## src/rtl/store_merge_if.sv

```systemverilog
// store_merge_if: store request port plus word-wide memory port of store_merge.
// slave  - the store_merge side (accepts stores, drives memory requests).
// master - the requester/memory side (drives stores, answers memory requests).
interface store_merge_if;
  // store request side
  logic        st_req;
  logic [1:0]  st_op;
  logic [31:0] st_addr;
  logic [31:0] st_data;
  logic        st_ready;
  logic        st_done;
  logic        st_err;

  // word memory side
  logic [31:0] mem_addr;
  logic        mem_rd;
  logic [31:0] mem_rdata;
  logic        mem_rvalid;
  logic        mem_wr;
  logic [31:0] mem_wdata;
  logic [3:0]  mem_be;
  logic        mem_ack;

  modport slave (
    input  st_req, st_op, st_addr, st_data,
    input  mem_rdata, mem_rvalid, mem_ack,
    output st_ready, st_done, st_err,
    output mem_addr, mem_rd, mem_wr, mem_wdata, mem_be
  );

  modport master (
    output st_req, st_op, st_addr, st_data,
    output mem_rdata, mem_rvalid, mem_ack,
    input  st_ready, st_done, st_err,
    input  mem_addr, mem_rd, mem_wr, mem_wdata, mem_be
  );
endinterface

```

## src/rtl/store_merge.sv

```systemverilog
// store_merge: maps byte/half/word stores onto a word-wide memory port.
// Build option STORE_MERGE_BYTE_EN_EN:
//   defined   - byte-enable mode: sub-word stores are written directly with a
//               lane mask and replicated data; READ is never entered.
//   undefined - sb/sh do a read-modify-write of the containing word.
// sw is always a direct full-word write with all byte enables set.
//
// state | meaning
// ------+------------------------------------------------------------
// IDLE  | st_ready high, waiting for st_req
// READ  | mem_rd high, waiting for mem_rvalid (RMW mode only)
// WRITE | mem_wr high, wdata/be held stable, waiting for mem_ack
// DONE  | st_done pulse, always back to IDLE next cycle
module store_merge (
  input  logic         clk,
  input  logic         reset,
  store_merge_if.slave bus
);

  typedef enum logic [1:0] {
    IDLE  = 2'd0,
    READ  = 2'd1,
    WRITE = 2'd2,
    DONE  = 2'd3
  } state_t;

  localparam logic [1:0] OP_NOP = 2'b00;
  localparam logic [1:0] OP_SB  = 2'b01;
  localparam logic [1:0] OP_SH  = 2'b10;
  localparam logic [1:0] OP_SW  = 2'b11;

  state_t      r_state;
  state_t      w_state_nxt;

  // latched request
  logic [1:0]  r_op;
  logic [31:0] r_addr;
  logic [31:0] r_data;

  // write beat presented to memory
  logic [31:0] r_wdata;
  logic [3:0]  r_be;
  logic        r_err;

  logic        w_accept;
  logic        w_misaligned;
  logic        w_accept_err;
  logic        w_accept_wr;
  logic        w_st_ready;
  logic        w_st_done;
  logic        w_mem_rd;
  logic        w_mem_wr;

  // Byte lanes touched by a store of this size at this word offset.
  function automatic logic [3:0] lane_mask(input logic [1:0] op, input logic [1:0] a);
    logic [3:0] m;
    m = 4'b0000;
    case (op)
      OP_SB:   m = 4'b0001 << a;
      OP_SH:   m = a[1] ? 4'b1100 : 4'b0011;
      OP_SW:   m = 4'b1111;
      default: m = 4'b0000;
    endcase
    return m;
  endfunction

  // Right-aligned store data copied into every lane it could land in, so
  // any lane mask can pick its bytes straight out of the result.
  function automatic logic [31:0] replicate(input logic [1:0] op, input logic [31:0] d);
    logic [31:0] r;
    case (op)
      OP_SB:   r = {4{d[7:0]}};
      OP_SH:   r = {2{d[15:0]}};
      default: r = d;
    endcase
    return r;
  endfunction

  // Lanes selected by mask come from the new data, the rest from the old word.
  function automatic logic [31:0] merge(input logic [31:0] old_w,
                                        input logic [31:0] new_w,
                                        input logic [3:0]  mask);
    logic [31:0] r;
    r = old_w;
    for (int i = 0; i < 4; i++) begin
      if (mask[i]) begin
        r[8*i +: 8] = new_w[8*i +: 8];
      end
    end
    return r;
  endfunction

  assign w_accept     = bus.st_req && (r_state == IDLE);
  assign w_misaligned = ((bus.st_op == OP_SH) && bus.st_addr[0]) ||
                        ((bus.st_op == OP_SW) && (bus.st_addr[1:0] != 2'b00));
  assign w_accept_err = w_accept && (bus.st_op != OP_NOP) && w_misaligned;
  assign w_accept_wr  = w_accept && (bus.st_op != OP_NOP) && !w_misaligned;

  // State register; reset drops straight to IDLE so mem_rd/mem_wr fall at once.
  always_ff @(posedge clk or posedge reset) begin
    if (reset) begin
      r_state <= IDLE;
    end else begin
      r_state <= w_state_nxt;
    end
  end

  // Next-state and handshake outputs, all decoded from the current state.
  always_comb begin
    w_state_nxt = r_state;
    w_st_ready  = 1'b0;
    w_st_done   = 1'b0;
    w_mem_rd    = 1'b0;
    w_mem_wr    = 1'b0;
    case (r_state)
      IDLE: begin
        w_st_ready = 1'b1;
        if (bus.st_req) begin
          if (bus.st_op == OP_NOP) begin
            w_state_nxt = DONE;
          end else if (w_misaligned) begin
            w_state_nxt = IDLE;
          end else if (bus.st_op == OP_SW) begin
            w_state_nxt = WRITE;
          end else begin
`ifdef STORE_MERGE_BYTE_EN_EN
            w_state_nxt = WRITE;
`else
            w_state_nxt = READ;
`endif
          end
        end
      end
      READ: begin
`ifdef STORE_MERGE_BYTE_EN_EN
        w_state_nxt = IDLE;
`else
        w_mem_rd = 1'b1;
        if (bus.mem_rvalid) begin
          w_state_nxt = WRITE;
        end
`endif
      end
      WRITE: begin
        w_mem_wr = 1'b1;
        if (bus.mem_ack) begin
          w_state_nxt = DONE;
        end
      end
      DONE: begin
        w_st_done   = 1'b1;
        w_state_nxt = IDLE;
      end
      default: begin
        w_state_nxt = IDLE;
      end
    endcase
  end

  // Request latch, error pulse and write-beat formation.
  always_ff @(posedge clk or posedge reset) begin
    if (reset) begin
      r_op    <= OP_NOP;
      r_addr  <= 32'h0;
      r_data  <= 32'h0;
      r_wdata <= 32'h0;
      r_be    <= 4'b0000;
      r_err   <= 1'b0;
    end else begin
      r_err <= w_accept_err;
      if (w_accept) begin
        r_op   <= bus.st_op;
        r_addr <= bus.st_addr;
        r_data <= bus.st_data;
      end
      // Direct writes (sw, or anything in byte-enable mode) are fully known
      // at acceptance; in RMW mode sb/sh overwrite wdata when the read returns.
      if (w_accept_wr) begin
        r_wdata <= replicate(bus.st_op, bus.st_data);
`ifdef STORE_MERGE_BYTE_EN_EN
        r_be    <= lane_mask(bus.st_op, bus.st_addr[1:0]);
`else
        r_be    <= 4'b1111;
`endif
      end
`ifndef STORE_MERGE_BYTE_EN_EN
      if ((r_state == READ) && bus.mem_rvalid) begin
        r_wdata <= merge(bus.mem_rdata, replicate(r_op, r_data),
                         lane_mask(r_op, r_addr[1:0]));
      end
`endif
    end
  end

`ifdef STORE_MERGE_BYTE_EN_EN
  // Read channel and sub-word offset are not needed without RMW.
  logic w_unused;
  assign w_unused = ^{bus.mem_rdata, bus.mem_rvalid, r_op, r_data, r_addr[1:0]};
`endif

  assign bus.st_ready  = w_st_ready;
  assign bus.st_done   = w_st_done;
  assign bus.st_err    = r_err;
  assign bus.mem_rd    = w_mem_rd;
  assign bus.mem_wr    = w_mem_wr;
  assign bus.mem_addr  = {r_addr[31:2], 2'b00};
  assign bus.mem_wdata = r_wdata;
  assign bus.mem_be    = r_be;

endmodule
```

## src/flat_wrapper.sv

```systemverilog
// flat-port wrapper written by rule: the top's interface ports become plain ports
module store_merge_flat 
  (clk, reset, bus_st_req, bus_st_op, bus_st_addr, bus_st_data, bus_mem_rdata, bus_mem_rvalid, bus_mem_ack, bus_st_ready, bus_st_done, bus_st_err, bus_mem_addr, bus_mem_rd, bus_mem_wr, bus_mem_wdata, bus_mem_be);
  store_merge_if bus_i ();
  input  logic clk;
  input  logic reset;
  input wire logic [$bits(bus_i.st_req)-1:0] bus_st_req;
  input wire logic [$bits(bus_i.st_op)-1:0] bus_st_op;
  input wire logic [$bits(bus_i.st_addr)-1:0] bus_st_addr;
  input wire logic [$bits(bus_i.st_data)-1:0] bus_st_data;
  input wire logic [$bits(bus_i.mem_rdata)-1:0] bus_mem_rdata;
  input wire logic [$bits(bus_i.mem_rvalid)-1:0] bus_mem_rvalid;
  input wire logic [$bits(bus_i.mem_ack)-1:0] bus_mem_ack;
  output wire logic [$bits(bus_i.st_ready)-1:0] bus_st_ready;
  output wire logic [$bits(bus_i.st_done)-1:0] bus_st_done;
  output wire logic [$bits(bus_i.st_err)-1:0] bus_st_err;
  output wire logic [$bits(bus_i.mem_addr)-1:0] bus_mem_addr;
  output wire logic [$bits(bus_i.mem_rd)-1:0] bus_mem_rd;
  output wire logic [$bits(bus_i.mem_wr)-1:0] bus_mem_wr;
  output wire logic [$bits(bus_i.mem_wdata)-1:0] bus_mem_wdata;
  output wire logic [$bits(bus_i.mem_be)-1:0] bus_mem_be;
  assign bus_i.st_req = bus_st_req;
  assign bus_i.st_op = bus_st_op;
  assign bus_i.st_addr = bus_st_addr;
  assign bus_i.st_data = bus_st_data;
  assign bus_i.mem_rdata = bus_mem_rdata;
  assign bus_i.mem_rvalid = bus_mem_rvalid;
  assign bus_i.mem_ack = bus_mem_ack;
  assign bus_st_ready = bus_i.st_ready;
  assign bus_st_done = bus_i.st_done;
  assign bus_st_err = bus_i.st_err;
  assign bus_mem_addr = bus_i.mem_addr;
  assign bus_mem_rd = bus_i.mem_rd;
  assign bus_mem_wr = bus_i.mem_wr;
  assign bus_mem_wdata = bus_i.mem_wdata;
  assign bus_mem_be = bus_i.mem_be;
  store_merge u_core (.clk(clk), .reset(reset), .bus(bus_i));
endmodule
```

## config.mk

```make
export PLATFORM = sky130hd
export DESIGN_NAME = store_merge_flat
export DESIGN_NICKNAME = d
export VERILOG_FILES = /design/src/rtl/store_merge_if.sv /design/src/rtl/store_merge.sv /design/src/flat_wrapper.sv
export SDC_FILE = /design/constraint.sdc
export NUM_CORES = 1
export LEC_CHECK = 0
export ABC_AREA = 0
export CAP_MARGIN = 20
export CORE_UTILIZATION = 43
export CTS_CLUSTER_SIZE = 12
export DETAILED_ROUTE_END_ITERATION = 16
export PLACE_DENSITY = 0.79
export SLEW_MARGIN = 20
export SYNTH_ARGS = -nofsm -noshare
export SYNTH_HDL_FRONTEND = slang
export SYNTH_SLANG_ARGS = --single-unit
```

## constraint.sdc

```tcl
create_clock -name clk -period 3.1 [get_ports clk]
set_input_delay 0.31 -clock clk [delete_from_list [all_inputs] [get_ports clk]]
set_output_delay 0.31 -clock clk [all_outputs]
set_load 0.01 [all_outputs]
```

==> metrics.md <==
| Metric | Value |
|---|---|
| Status | complete, no violations |
| Critical path's largest stage delay | between 0.6 and 0.7 ns |
| Pwr Total | about 0.0072 W |
| Largest net degree at the start of global routing | 76 |
| Final Setup Violations | 0 |
| 1st-pass router iterations | 5 |
| Min Clock Period, post-route | 2.27 ns |
| Power share of the clock group | 0.158 |
| DP Wirelength | 11.6 mm |
| Yosys Warn Count | 0 |
| Sequential cell area | approximately 2600 µm² |
| Initial Util | 0.445 |
| CP arrival | 2.48 ns |
| Pre-CTS WS | ~0.55 ns |
| Antenna violations before repair | 0 |
| Fraction of final layout cells sized beyond drive strength 1 | 0.136 |
| Wire per inst | about 19 µm |
| CTS Hold Bufs | 0 |
| Setup_tns | 0 ns |
| Row count | 41 |
| # resized after CTS | 0 |
| Max-Cap Viols | 0 |
| Mapped cell area | approximately 5700 µm² |
| Clk_lat worst skew | about 0.34 ns |
| Fillcell total | 1074 |
| Hold slack | about 0.5 ns |
| Worst-case vdd ir drop | approximately 0.00042 V |
| Max clock buf depth | 2 |
| Comb pwr share | 0.497 |
| Worst Skew | ~0.0067 ns |
| Drt total wl | 16.1 mm |
| Hold WC Path Type | reg -> reg |
| Clk slew on worst S/H paths | about 0.070 ns |
| Vias per Instance | 5.74 |
| # IOs | approximately 180 |
| RSZ-0062 raised after global routing | false |
| Maximum clock frequency | 0.441 GHz |
| Ys flop type | dfrtp_1 |
| TritonCTS clock tree | done |
| Max_slew headroom | 0.378 |
| EDFF count, synth | 0 |
| # port buffers | between 150 and 200 |
| Post-synthesis sequential area ratio | 0.449 |
| Via count | around 5000 |
| Setup bufs post-CTS | 0 |
| Worst setup margin | roughly 0.83 ns |
| Switching pwr | approximately 0.0027 W |
| DIE WIDTH | roughly 120 µm |
| WS Path Type | reg -> reg |
| Fin nets | roughly 800 |
| Final max-slew violation count | 0 |
| Critical path's slowest cell | ha_1 |
| Crit-path cells | inv_1 > ha_1 > nand2b_1 > a22o_1 > o21ai_0 > o22ai_1 |
| Drt drc | 0 |
| Startpoint Class | register |
| Iter 0 DRT Violations | roughly 370 |
| FFs w/ async S/R, synth | 1.00 |
| Footprint of the multi-input gates | 2590 µm² |
| Syn Inst Count | about 560 |
| H-tree depth reported by CTS | 3 |
| Reg power frac | 0.345 |
| Die area | 13700 µm² |
| Worst slew pin tran | a little over 0.9 ns |
| Internal power | 0.00456 W |
| DIE HEIGHT | around 120 µm |
| First-pass GRT wire length | around 25 mm |
| Net Sw Frac | 0.371 |
| Remaining Overflow, GRT | 0 |
| Synth Register Bits | 102 |
| Final period util | 0.731 |
| Post-synthesis average cell area | just over 10 µm² |
| Critical path peak fanout | 19 |
| Number of global-route vias before repair | between 4000 and 5000 |
| Pwr dens | 955 nW/µm² |
| Total GRT Usage | 0.237 |
| Clock Sinks | roughly 100 |
| Num CTS Buffers | 9 |
| Area of the core | 12800 µm² |
| Leak | 3.20 nW |
| Crit. End Element | register |
| Layout area overhead | 33.4% |
| Ant. Diodes | 0 |
| RD Place Congestion | about 0.9 |
| CTS root buf | clkbuf_16 |
| Fin. Hold Viols | 0 |
| Worst EP required | 3.31 ns |
| Synth unique cells | 39 |
| Antenna-violating nets left | 0 |
logic make-up after synthesis:
family	Yosys count	share of synthesized area
and+or+nand+nor	100	0.0748
adders and majority gates	14	0.0308
muxes	82	0.157
other	1	0.000659
AOI/OAI and AO/OA	154	0.190
buffers and inverters	104	0.0981
DFF	102	0.449
layout make-up:
cell class              instances  area share
flip-flops and latches        102       0.336
inverters                      29      0.0147
multi-input cells             352       0.341
well taps                     172      0.0284
repair buffers                185       0.240
clock inverters                 3     0.00561
clock buffers                  13      0.0343
worst max-delay path, delay by kind of cell, from the launching register on:
kind | cells | cell delay [ns]
fa+ha+maj | 1 | 0.64
compound gates | 3 | 0.63
flops | 1 | 0.44
simple gates | 1 | 0.32
buf+inv | 1 | 0.11
metrics by stage:
step | cell area (µm²) | util | instances
floorplan | 5690 | - | 558
global placement | 7280 | 0.570 | 840
detailed placement | 7280 | 0.570 | 840
CTS | 7580 | 0.594 | 856
global route | 7590 | 0.594 | 856
finish | 7590 | 0.594 | 856
cell usage in the layout, fill, tap and decap left out, types with 16 or more instances in the layout:
cell,synthesis,routed
o21ai_0,34,34
nand2_1,43,43
dfrtp_1,102,102
a22oi_1,16,16
clkdlybuf4s50_1,0,173
o22ai_1,25,25
o211ai_1,23,23
mux2_2,57,57
inv_1,29,28
a22o_1,16,16
nor2_1,29,29
mux2i_1,25,25
nand3_1,16,16
a21oi_1,20,20
power groups by stage:
| stage | clock network [W] | logic, W | registers [W] |
|---|---|---|---|
| 6_report | 0.00115 | 0.00360 | 0.00250 |
| 5_1_grt | 0.00122 | 0.00392 | 0.00256 |
| 4_1_cts | 0.00117 | 0.00359 | 0.00248 |
| 3_5_place_dp | 0 | 0.00358 | 0.00249 |
| 3_3_place_gp | 0 | 0.00346 | 0.00245 |
| 2_1_floorplan | 0 | 0.00234 | 0.00242 |
Yosys cell counts (2+ instances only):
| master | instances | area [µm²] |
|---|---|---|
| buf_6 | 4 | 45.0 |
| nand2b_1 | 4 | 25.0 |
| a22oi_1 | 16 | 120 |
| and2_1 | 2 | 12.5 |
| a211oi_1 | 2 | 15.0 |
| mux2i_1 | 25 | 250 |
| dfrtp_1 | 102 | 2550 |
| inv_1 | 29 | 109 |
| buf_1 | 8 | 30.0 |
| buf_4 | 35 | 263 |
| o22ai_1 | 25 | 156 |
| a32oi_1 | 8 | 70.1 |
| mux2_2 | 57 | 642 |
| o21ai_0 | 34 | 170 |
| nand3_1 | 16 | 80.1 |
| clkbuf_1 | 25 | 93.8 |
| or2_2 | 2 | 12.5 |
| a22o_1 | 16 | 140 |
| buf_2 | 2 | 10.0 |
| a21oi_1 | 20 | 100 |
| nor2_1 | 29 | 109 |
| o21bai_1 | 2 | 15.0 |
| nand2_1 | 43 | 161 |
| o211ai_1 | 23 | 173 |
| ha_1 | 14 | 175 |
metal layers:
metal  GRT usage  wire length [µm]
met3      0.0525              1300
met1       0.296              6780
met5           0                 0
met2       0.404              7670
met4      0.0861               376
registers in the layout, summed over array words and instances (netlist names):
register	count
u_core.bus.mem_wdata	32
u_core.bus.st_err	1
u_core.r_addr	32
u_core.r_state	2
u_core.bus.mem_be	1
u_core.r_op	2
u_core.r_data	32
path summary, 6_finish.rpt:
path	cells after the start	slack, ns	endpoint	start
worst min register to register	2	0.49	u_core.r_data[20]	u_core.r_data[20]
worst min-delay path	2	0.49	u_core.r_data[20]	u_core.r_data[20]
min in group asynchronous	2	0.53	u_core.r_addr[9]	reset
worst max-delay path	6	0.83	u_core.bus.mem_wdata[8]	u_core.r_op[1]
max in group asynchronous	3	1.80	u_core.r_data[23]	reset
worst max register to register	6	0.83	u_core.bus.mem_wdata[8]	u_core.r_op[1]
Note: power is estimated with default switching activity, not from simulation.
